--- config.mk ---
export PLATFORM = sky130hd
export DESIGN_NAME = uart_rx_sampler
export DESIGN_NICKNAME = d
export VERILOG_FILES = /design/src/rtl/uart_result_checker_pkg.sv /design/src/rtl/uart_result_checker_rx_sampler.sv
export SDC_FILE = /design/constraint.sdc
export NUM_CORES = 1
export LEC_CHECK = 0
export ABC_AREA = 1
export BUFFER_PORTS_ARGS = -buffer_cell sky130_fd_sc_hd__buf_2
export CAP_MARGIN = 20
export CORE_MARGIN = 1
export CORE_UTILIZATION = 40
export DETAILED_ROUTE_END_ITERATION = 12
export GPL_TIMING_DRIVEN = 0
export SETUP_SLACK_MARGIN = 0.3
export SYNTH_ARGS = -nofsm -noshare
export SYNTH_HDL_FRONTEND = slang
export SYNTH_SLANG_ARGS = --single-unit
--- constraint.sdc ---
create_clock -name clk -period 1.1 [get_ports clk]
set_input_delay 0 -clock clk [delete_from_list [all_inputs] [get_ports clk]]
set_output_delay 0 -clock clk [all_outputs]
set_load 0.02 [all_outputs]
--- src/rtl/uart_result_checker_pkg.sv ---
// Shared definitions for the UART result checker: parser and receiver state
// encodings, the "Result: " banner bytes and the ASCII hex-digit bounds.
package uart_result_checker_pkg;

  typedef enum logic [2:0] {
    ST_HUNT,
    ST_MATCH,
    ST_HEX,
    ST_WAIT_CSR,
    ST_DONE
  } parse_state_t;

  typedef enum logic [1:0] {
    RX_IDLE,
    RX_START,
    RX_DATA,
    RX_STOP
  } rx_state_t;

  localparam logic [7:0] ASCII_0 = 8'h30;
  localparam logic [7:0] ASCII_9 = 8'h39;
  localparam logic [7:0] ASCII_A = 8'h61;  // lowercase 'a'
  localparam logic [7:0] ASCII_F = 8'h66;  // lowercase 'f'
  localparam logic [7:0] ASCII_R = 8'h52;  // first banner character

  // Banner "Result: " indexed by match position
  function automatic logic [7:0] banner_byte(input logic [2:0] idx);
    logic [7:0] b;
    case (idx)
      3'd0:    b = 8'h52;  // R
      3'd1:    b = 8'h65;  // e
      3'd2:    b = 8'h73;  // s
      3'd3:    b = 8'h75;  // u
      3'd4:    b = 8'h6C;  // l
      3'd5:    b = 8'h74;  // t
      3'd6:    b = 8'h3A;  // :
      default: b = 8'h20;  // space
    endcase
    return b;
  endfunction

  function automatic logic is_hex(input logic [7:0] b);
    return ((b >= ASCII_0) && (b <= ASCII_9)) || ((b >= ASCII_A) && (b <= ASCII_F));
  endfunction

  // Only meaningful when is_hex(b); 'a' - 8'h57 == 10
  function automatic logic [3:0] hex_nibble(input logic [7:0] b);
    logic [7:0] d;
    if (b <= ASCII_9) d = b - ASCII_0;
    else              d = b - 8'h57;
    return d[3:0];
  endfunction

endpackage

--- src/rtl/uart_result_checker_rx_sampler.sv ---
// 8N1 UART receiver: 2-flop synchronizer, mid-bit sampling counter and
// LSB-first shift register. Start detection is only armed after the
// synchronized line has been seen high following reset.
module uart_rx_sampler
  import uart_result_checker_pkg::*;
#(
  parameter int CLOCK_FREQ = 50_000_000,
  parameter int BAUD_RATE  = 10_000_000
) (
  input  logic       clk,
  input  logic       rst,
  input  logic       serial_in,
  output logic [7:0] rx_data,
  output logic       rx_valid,
  output logic       frame_err
);

  localparam int SYMBOL_EDGE_TIME = CLOCK_FREQ / BAUD_RATE;
  localparam int HALF_TIME        = SYMBOL_EDGE_TIME / 2;
  localparam int CNT_W            = $clog2(SYMBOL_EDGE_TIME + 1);
  localparam logic [CNT_W-1:0] FULL_LAST = CNT_W'(SYMBOL_EDGE_TIME - 1);
  localparam logic [CNT_W-1:0] HALF_LAST = CNT_W'(HALF_TIME - 1);

  logic             r_sync_p0;
  logic             r_sync_p1;
  logic             r_armed;
  rx_state_t        r_state;
  logic [CNT_W-1:0] r_cnt;
  logic [2:0]       r_bit_idx;
  logic [7:0]       r_shift;

  // Synchronizer stages; cleared low so a line stuck low across reset cannot arm the receiver
  always_ff @(posedge clk) begin
    if (rst) begin
      r_sync_p0 <= 1'b0;
      r_sync_p1 <= 1'b0;
    end else begin
      r_sync_p0 <= serial_in;
      r_sync_p1 <= r_sync_p0;
    end
  end

  // Receive FSM: start validation at half bit, then one sample per bit period
  always_ff @(posedge clk) begin
    if (rst) begin
      r_state   <= RX_IDLE;
      r_armed   <= 1'b0;
      r_cnt     <= '0;
      r_bit_idx <= '0;
      r_shift   <= '0;
      rx_data   <= '0;
      rx_valid  <= 1'b0;
      frame_err <= 1'b0;
    end else begin
      rx_valid  <= 1'b0;
      frame_err <= 1'b0;
      if (r_sync_p1) r_armed <= 1'b1;
      case (r_state)
        RX_IDLE: begin
          if (r_armed && !r_sync_p1) begin
            r_state <= RX_START;
            r_cnt   <= '0;
          end
        end
        RX_START: begin
          if (r_cnt == HALF_LAST) begin
            r_cnt     <= '0;
            r_bit_idx <= '0;
            // A line back high at mid start bit was a glitch
            r_state   <= r_sync_p1 ? RX_IDLE : RX_DATA;
          end else begin
            r_cnt <= r_cnt + 1'b1;
          end
        end
        RX_DATA: begin
          if (r_cnt == FULL_LAST) begin
            r_cnt   <= '0;
            r_shift <= {r_sync_p1, r_shift[7:1]};
            if (r_bit_idx == 3'd7) r_state   <= RX_STOP;
            else                   r_bit_idx <= r_bit_idx + 1'b1;
          end else begin
            r_cnt <= r_cnt + 1'b1;
          end
        end
        RX_STOP: begin
          if (r_cnt == FULL_LAST) begin
            r_cnt   <= '0;
            r_state <= RX_IDLE;
            if (r_sync_p1) begin
              rx_data  <= r_shift;
              rx_valid <= 1'b1;
            end else begin
              frame_err <= 1'b1;
            end
          end else begin
            r_cnt <= r_cnt + 1'b1;
          end
        end
        default: r_state <= RX_IDLE;
      endcase
    end
  end

endmodule

## After elaboration in Yosys (flattened, before gate mapping)

Index checks and enable logic that the tools add are counted.

- Flip-flop bits (word level): 29
- Input bits: 3
- Word-level logic and storage cells: 53

- Add/sub/neg operators: 2
- Equal/unequal tests: 12
- Muxes and demuxes: 17
- Bitwise logic cells: 2
- Reduce and logical (&&, ||, !) cells: 10

Operator list:

| operator | count |
|---|---|
| $mux 3 | 6 |
| $mux 2 | 6 |
| $ne 2x2->1 const B | 6 |
| $pmux 3 s3 | 1 |
| $pmux 2 s4 | 1 |
| $add 3x1->3 const B | 2 |
| $eq 3x3->1 const B | 2 |
| $pmux 3 s2 | 1 |
| $reduce_and 5->1 | 1 |
| $eq 2x2->1 const B | 2 |
| $reduce_and 4->1 | 1 |
| $eq 3x1->1 const B | 1 |
| $reduce_and 3->1 | 1 |
| $reduce_or 3->1 | 1 |
| $eq 2x1->1 const B | 1 |
| $logic_not 2->1 | 1 |
| $mux 1 | 2 |
| $not 1->1 | 2 |
| $reduce_and 2->1 | 1 |
| $reduce_bool 2->1 | 1 |
| $reduce_or 2->1 | 1 |
| $logic_and 1x1->1 | 1 |
| $logic_not 1->1 | 1 |

## Longest topological paths before layout

- Depth after elaboration: 4
- Depth in mapped cells: 9
- Depth with buffers taken out: 9

## Least setup slack after synthesis

Ideal clock, no wire load.

- Path type: register to register
- Start point: reg r_bit_idx[0]
- End point: reg r_bit_idx[0]
- Arrival: 1158 ps
- Required time: 1036 ps
- Setup slack: -121 ps
- Cell stages (with the launch flop): 10
- Clock period less this slack: 1221 ps
- Cells stage by stage: dfxtp_1 -> ha_1 -> ha_1 -> inv_1 -> nand3_1 -> nand2_1 -> inv_1 -> nor2_1 -> nor2_1 -> nor2_1

- Word-level cells in the longest chain between the ends: 4
- Elaborated cells on any way between the ends: 7
- Those cells by class: 1 x add/sub; 2 x eq/ne; 3 x mux; 1 x reduce/logical

RTL lines:

| element | line | RTL |
|---|---|---|
| start: declaration | uart_result_checker_rx_sampler.sv:29 | `logic [2:0] r_bit_idx;` |
| start signal: assignment | uart_result_checker_rx_sampler.sv:80 | `else r_bit_idx <= r_bit_idx + 1'b1;` |
| $add 3x1->3 | uart_result_checker_rx_sampler.sv:80 |  |
| $mux 3 | uart_result_checker_rx_sampler.sv:79 | `if (r_bit_idx == 3'd7) r_state <= RX_STOP;` |
| $mux 3 | uart_result_checker_rx_sampler.sv:76 | `if (r_cnt == FULL_LAST) begin` |
| $pmux 3 s2 | uart_result_checker_rx_sampler.sv:58 | `case (r_state)` |

Several ways; a longest one is shown, not always the timed one. The select of a mux whose other input is x is not followed.
A chain may end at the register's enable or synchronous reset.

## Worst setup path after layout

- Start point: reg r_cnt[1]
- End point: reg rx_data[7]

- Word-level cells in the longest chain between the ends: 2

RTL lines:

| element | line | RTL |
|---|---|---|
| start: declaration | uart_result_checker_rx_sampler.sv:28 | `logic [CNT_W-1:0] r_cnt;` |
| start signal: assignment | uart_result_checker_rx_sampler.sv:72 | `r_cnt <= r_cnt + 1'b1;` |
| start signal: assignment | uart_result_checker_rx_sampler.sv:82 | `r_cnt <= r_cnt + 1'b1;` |
| start signal: assignment | uart_result_checker_rx_sampler.sv:96 | `r_cnt <= r_cnt + 1'b1;` |
| $eq 3x3->1 | uart_result_checker_rx_sampler.sv:86 | `if (r_cnt == FULL_LAST) begin` |
| $reduce_and 3->1 (no source line) | -- |  |
| end signal: assignment | uart_result_checker_rx_sampler.sv:90 | `rx_data <= r_shift;` |
| end: declaration | uart_result_checker_rx_sampler.sv:13 | `output logic [7:0] rx_data,` |

No other way between the ends.

==> impl_metrics.csv <==
group,metric,value,unit
detailed_routing,drcViolationCount,0,
synth,yosys_most_used_dff,"dfxtp_1",
min_path,whs_path_depth,2,
floorplanning,dieArea,3326,um2
placement,gp_congestion,0.7350,
detailed_routing,vias,1155,
floorplanning,die_h,57.68,um
clocking,clkTransAtPathRegs,0.09,ns
final_layout,final_area,1907,um2
setup_path,path_cells,"inv_4 > ha_4 > nand2_8 > inv_8 > nand4_4 > o21ai_2 > nor2_2",
timing,fin_tns_setup,-2.075,ns
setup_path,cpMaxStageDelayCell,"dfxtp_2",
setup_path,critical_path_class,"flip-flop to flip-flop",
setup_path,rr_worst_depth,7,
detailed_routing,wl,2653,um
final_layout,layout-drive-gt1-share,51.21,%
power_and_ir_drop,p_leak,0.8768,nW
grt,grt_pass1_wl,4567,um
clocking,cts_max_path_buffers,2,
clocking,cts.sinks,29,
setup_path,crit_fanout,5,
power_and_ir_drop,ir_drop,0.0009726,V
clocking,cts_tree,"built",
setup_path,startpoint,"r_cnt[1]",
timing,fin_worst_skew,0.003312,ns
detailed_routing,routed-wl-met2,1254,um
detailed_routing,firstDrtPassIters,4,
floorplanning,dieWidth,57.68,um
min_path,hold_path_class,"flip-flop to flip-flop",
flow_run,maxCapViolations,0,
floorplanning,fp.coreArea,2853,um2
setup_path,cp-end-kind,"flip-flop",
timing,grt_setup_unrepaired,"true",
detailed_routing,wl_per_cell,11.15,um
detailed_routing,m1WireLength,1244,um
timing,slew_headroom,75.04,%
setup_path,critical_path_arrival,1.47,ns
setup_path,cp-start-kind,"flip-flop",
setup_path,cpPeakStageDelay,0.35,ns
detailed_routing,wl_met3,104,um
final_layout,final_core_util,66.84,%
timing,fin_crit_sh,112.5,%
run_status,violations,"setup timing",
placement,port_buffers,11,
setup_path,required,1.33,ns
synth,avgSynthCellArea,7.470,um2
clocking,numCtsBuffers,5,
synth,ys_seq_elements,29,
clocking,clock_latency,0.33,ns
grt,antenna_found_initial,0,
timing,slew_violations,0,
setup_path,cp.depth,7,
placement,hpwlAfterDp,1591,um
floorplanning,initial_core_util,43.46,%
synth,yosysSeqAreaShare,46.82,%
synth,synth_edf_count,0,
timing,setup_ws,-0.1379,ns
synth,synth_fp_nets,174,
synth,synth_cell_types,20,
grt,grt_pass1_vias,1079,
timing,period_needed,1.238,ns
grt,grt_overflow,0,
setup_path,cpLargestDelayFamily,"flip-flops",
synth,syn_inst,166,
synth,synth_area,1240,um2
timing,final-hold-violation-count,0,
detailed_routing,drtAntennaViolNets,0,
placement,pre_cts_ws,-0.2240,ns
setup_path,rrSetupSlack,-0.14,ns
setup_path,path_buf_inv,2,
floorplanning,io_pins,13,
grt,grt_usage,18.60,%
setup_path,r2r_start,"r_cnt[1]",
placement,postPlaceCellArea,1419,um2
setup_path,endpoint,"rx_data[7]",
grt,grt_max_degree,11,
clocking,cts_root_buf,"clkbuf_4",
synth,ys.warnings.count,0,
final_layout,syn2layout_area_growth,53.78,%
final_layout,final_common_cell,"nor2_1",
floorplanning,num_rows,19,
final_layout,final_nets,214,
setup_path,r2r_end,"rx_data[7]",
detailed_routing,drtIter0Drc,28,
timing,setup_viol,25,
timing,fmax,0.8078,GHz
timing,worst_pin_slew,0.3744,ns
power_and_ir_drop,p_per_area,1750,nW/um2
synth,async_flop_share,0,%
clocking,h-tree-depth,2,
final_layout,layout_common_cells,"35 x nor2_1, 19 x buf_4, 16 x nand2_1",
detailed_routing,vias_per_cell,4.853,
final_layout,antenna_cells,0,
detailed_routing,routed.top_layer,"met4",
run_status,outcome,"finished, violations left",
-- timing repair --
action / CTS / global route
hold buffers: 3 / 0
gates resized for setup: 62 / 25
pin swaps: 16 / 6
endpoints found under the setup margin: 36 / 37
setup buffers: 9 / 9
gates cloned: 1 / 0
hold endpoints to repair: 6 / 0
-- worst min path at each step --
| stage | start | endpoint | slack, ns |
|---|---|---|---|
| global placement | serial_in | r_sync_p0 | 0.21 |
| CTS | serial_in | r_sync_p0 | 0.40 |
| global route | serial_in | r_sync_p0 | 0.42 |
| floorplan | serial_in | r_sync_p0 | 0.11 |
| finish | r_sync_p0 | r_sync_p1 | 0.40 |
| detailed placement | serial_in | r_sync_p0 | 0.22 |
-- metal layers --
layer | global-route usage (%) | vias to the layer above
li1 | - | 607
met1 | 22.24 | 520
met2 | 30.23 | 23
met3 | 4.688 | 5
met4 | 11.22 | 0
met5 | 0 | -
-- flip-flops by register name, indices dropped and copies added, names as in the netlist, named ones only --
register and cells:
frame_err 1, r_armed 1, r_bit_idx 3, r_cnt 3
r_shift 8, r_state 1, r_sync_p0 1, r_sync_p1 1
rx_data 8, rx_valid 1
-- cell usage after synthesis, types with 2 or more instances --
cell / count / area, um2
inv_1: 15 / 56.30
nand3_1: 3 / 15.01
o21ai_0: 17 / 85.08
nor2_1: 48 / 180.2
a21oi_1: 3 / 15.01
nand2_1: 25 / 93.84
inv_2: 5 / 18.77
ha_1: 5 / 62.56
nand2_2: 2 / 12.51
nor3_1: 2 / 10.01
clkbuf_1: 2 / 7.510
nand4_1: 2 / 12.51
dfxtp_1: 29 / 580.6
nor2_4: 2 / 22.52
-- through the flow --
stage / total power, mW / cells / hold slack, ns
final: 3.338 / 238 / 0.3988
after global routing: 3.559 / 238 / 0.4176
after CTS: 3.256 / 229 / 0.3986
after detailed placement: 2.063 / 208 / 0.2153
after global placement: 2.031 / 208 / 0.2067
after floorplan: 1.927 / 166 / 0.1070
-- area by class of cell --
type                            count  area [um2]
Timing Repair Buffer               32       279.0
Inverter                           20       102.6
Buffer                              4       25.02
Multi-Input combinational cell    114       772.0
Sequential cell                    29       609.3
Fill cell                         225       945.9
Clock buffer                        8       80.08
Tap cell                           31       38.79
-- power breakdown --
part / switching, mW / internal [mW] / total [mW]
clock: 0.383 / 0.451 / 0.834
combinational: 0.663 / 0.571 / 1.23
sequential: 0.0996 / 1.17 / 1.27
total: 1.15 / 2.19 / 3.34
-- cell families after synthesis --
logic type / count (synthesis) / share of synthesized area [%]
AND/OR/NAND/NOR: 86 / 31.28
AO/OA/AOI/OAI: 21 / 8.475
buffers and inverters: 24 / 7.669
adder cells (fa/ha/maj): 5 / 5.045
flip-flops: 29 / 46.82
XOR/XNOR: 1 / 0.7065
-- worst reg2reg max path, cell delays in order, from the launching register on --
cell and delay [ns]:
dfxtp_2 0.35, inv_4 0.08, ha_4 0.16, nand2_8 0.08
inv_8 0.08, nand4_4 0.14, o21ai_2 0.21, nor2_2 0.05
(Power assumes the default switching activity.)
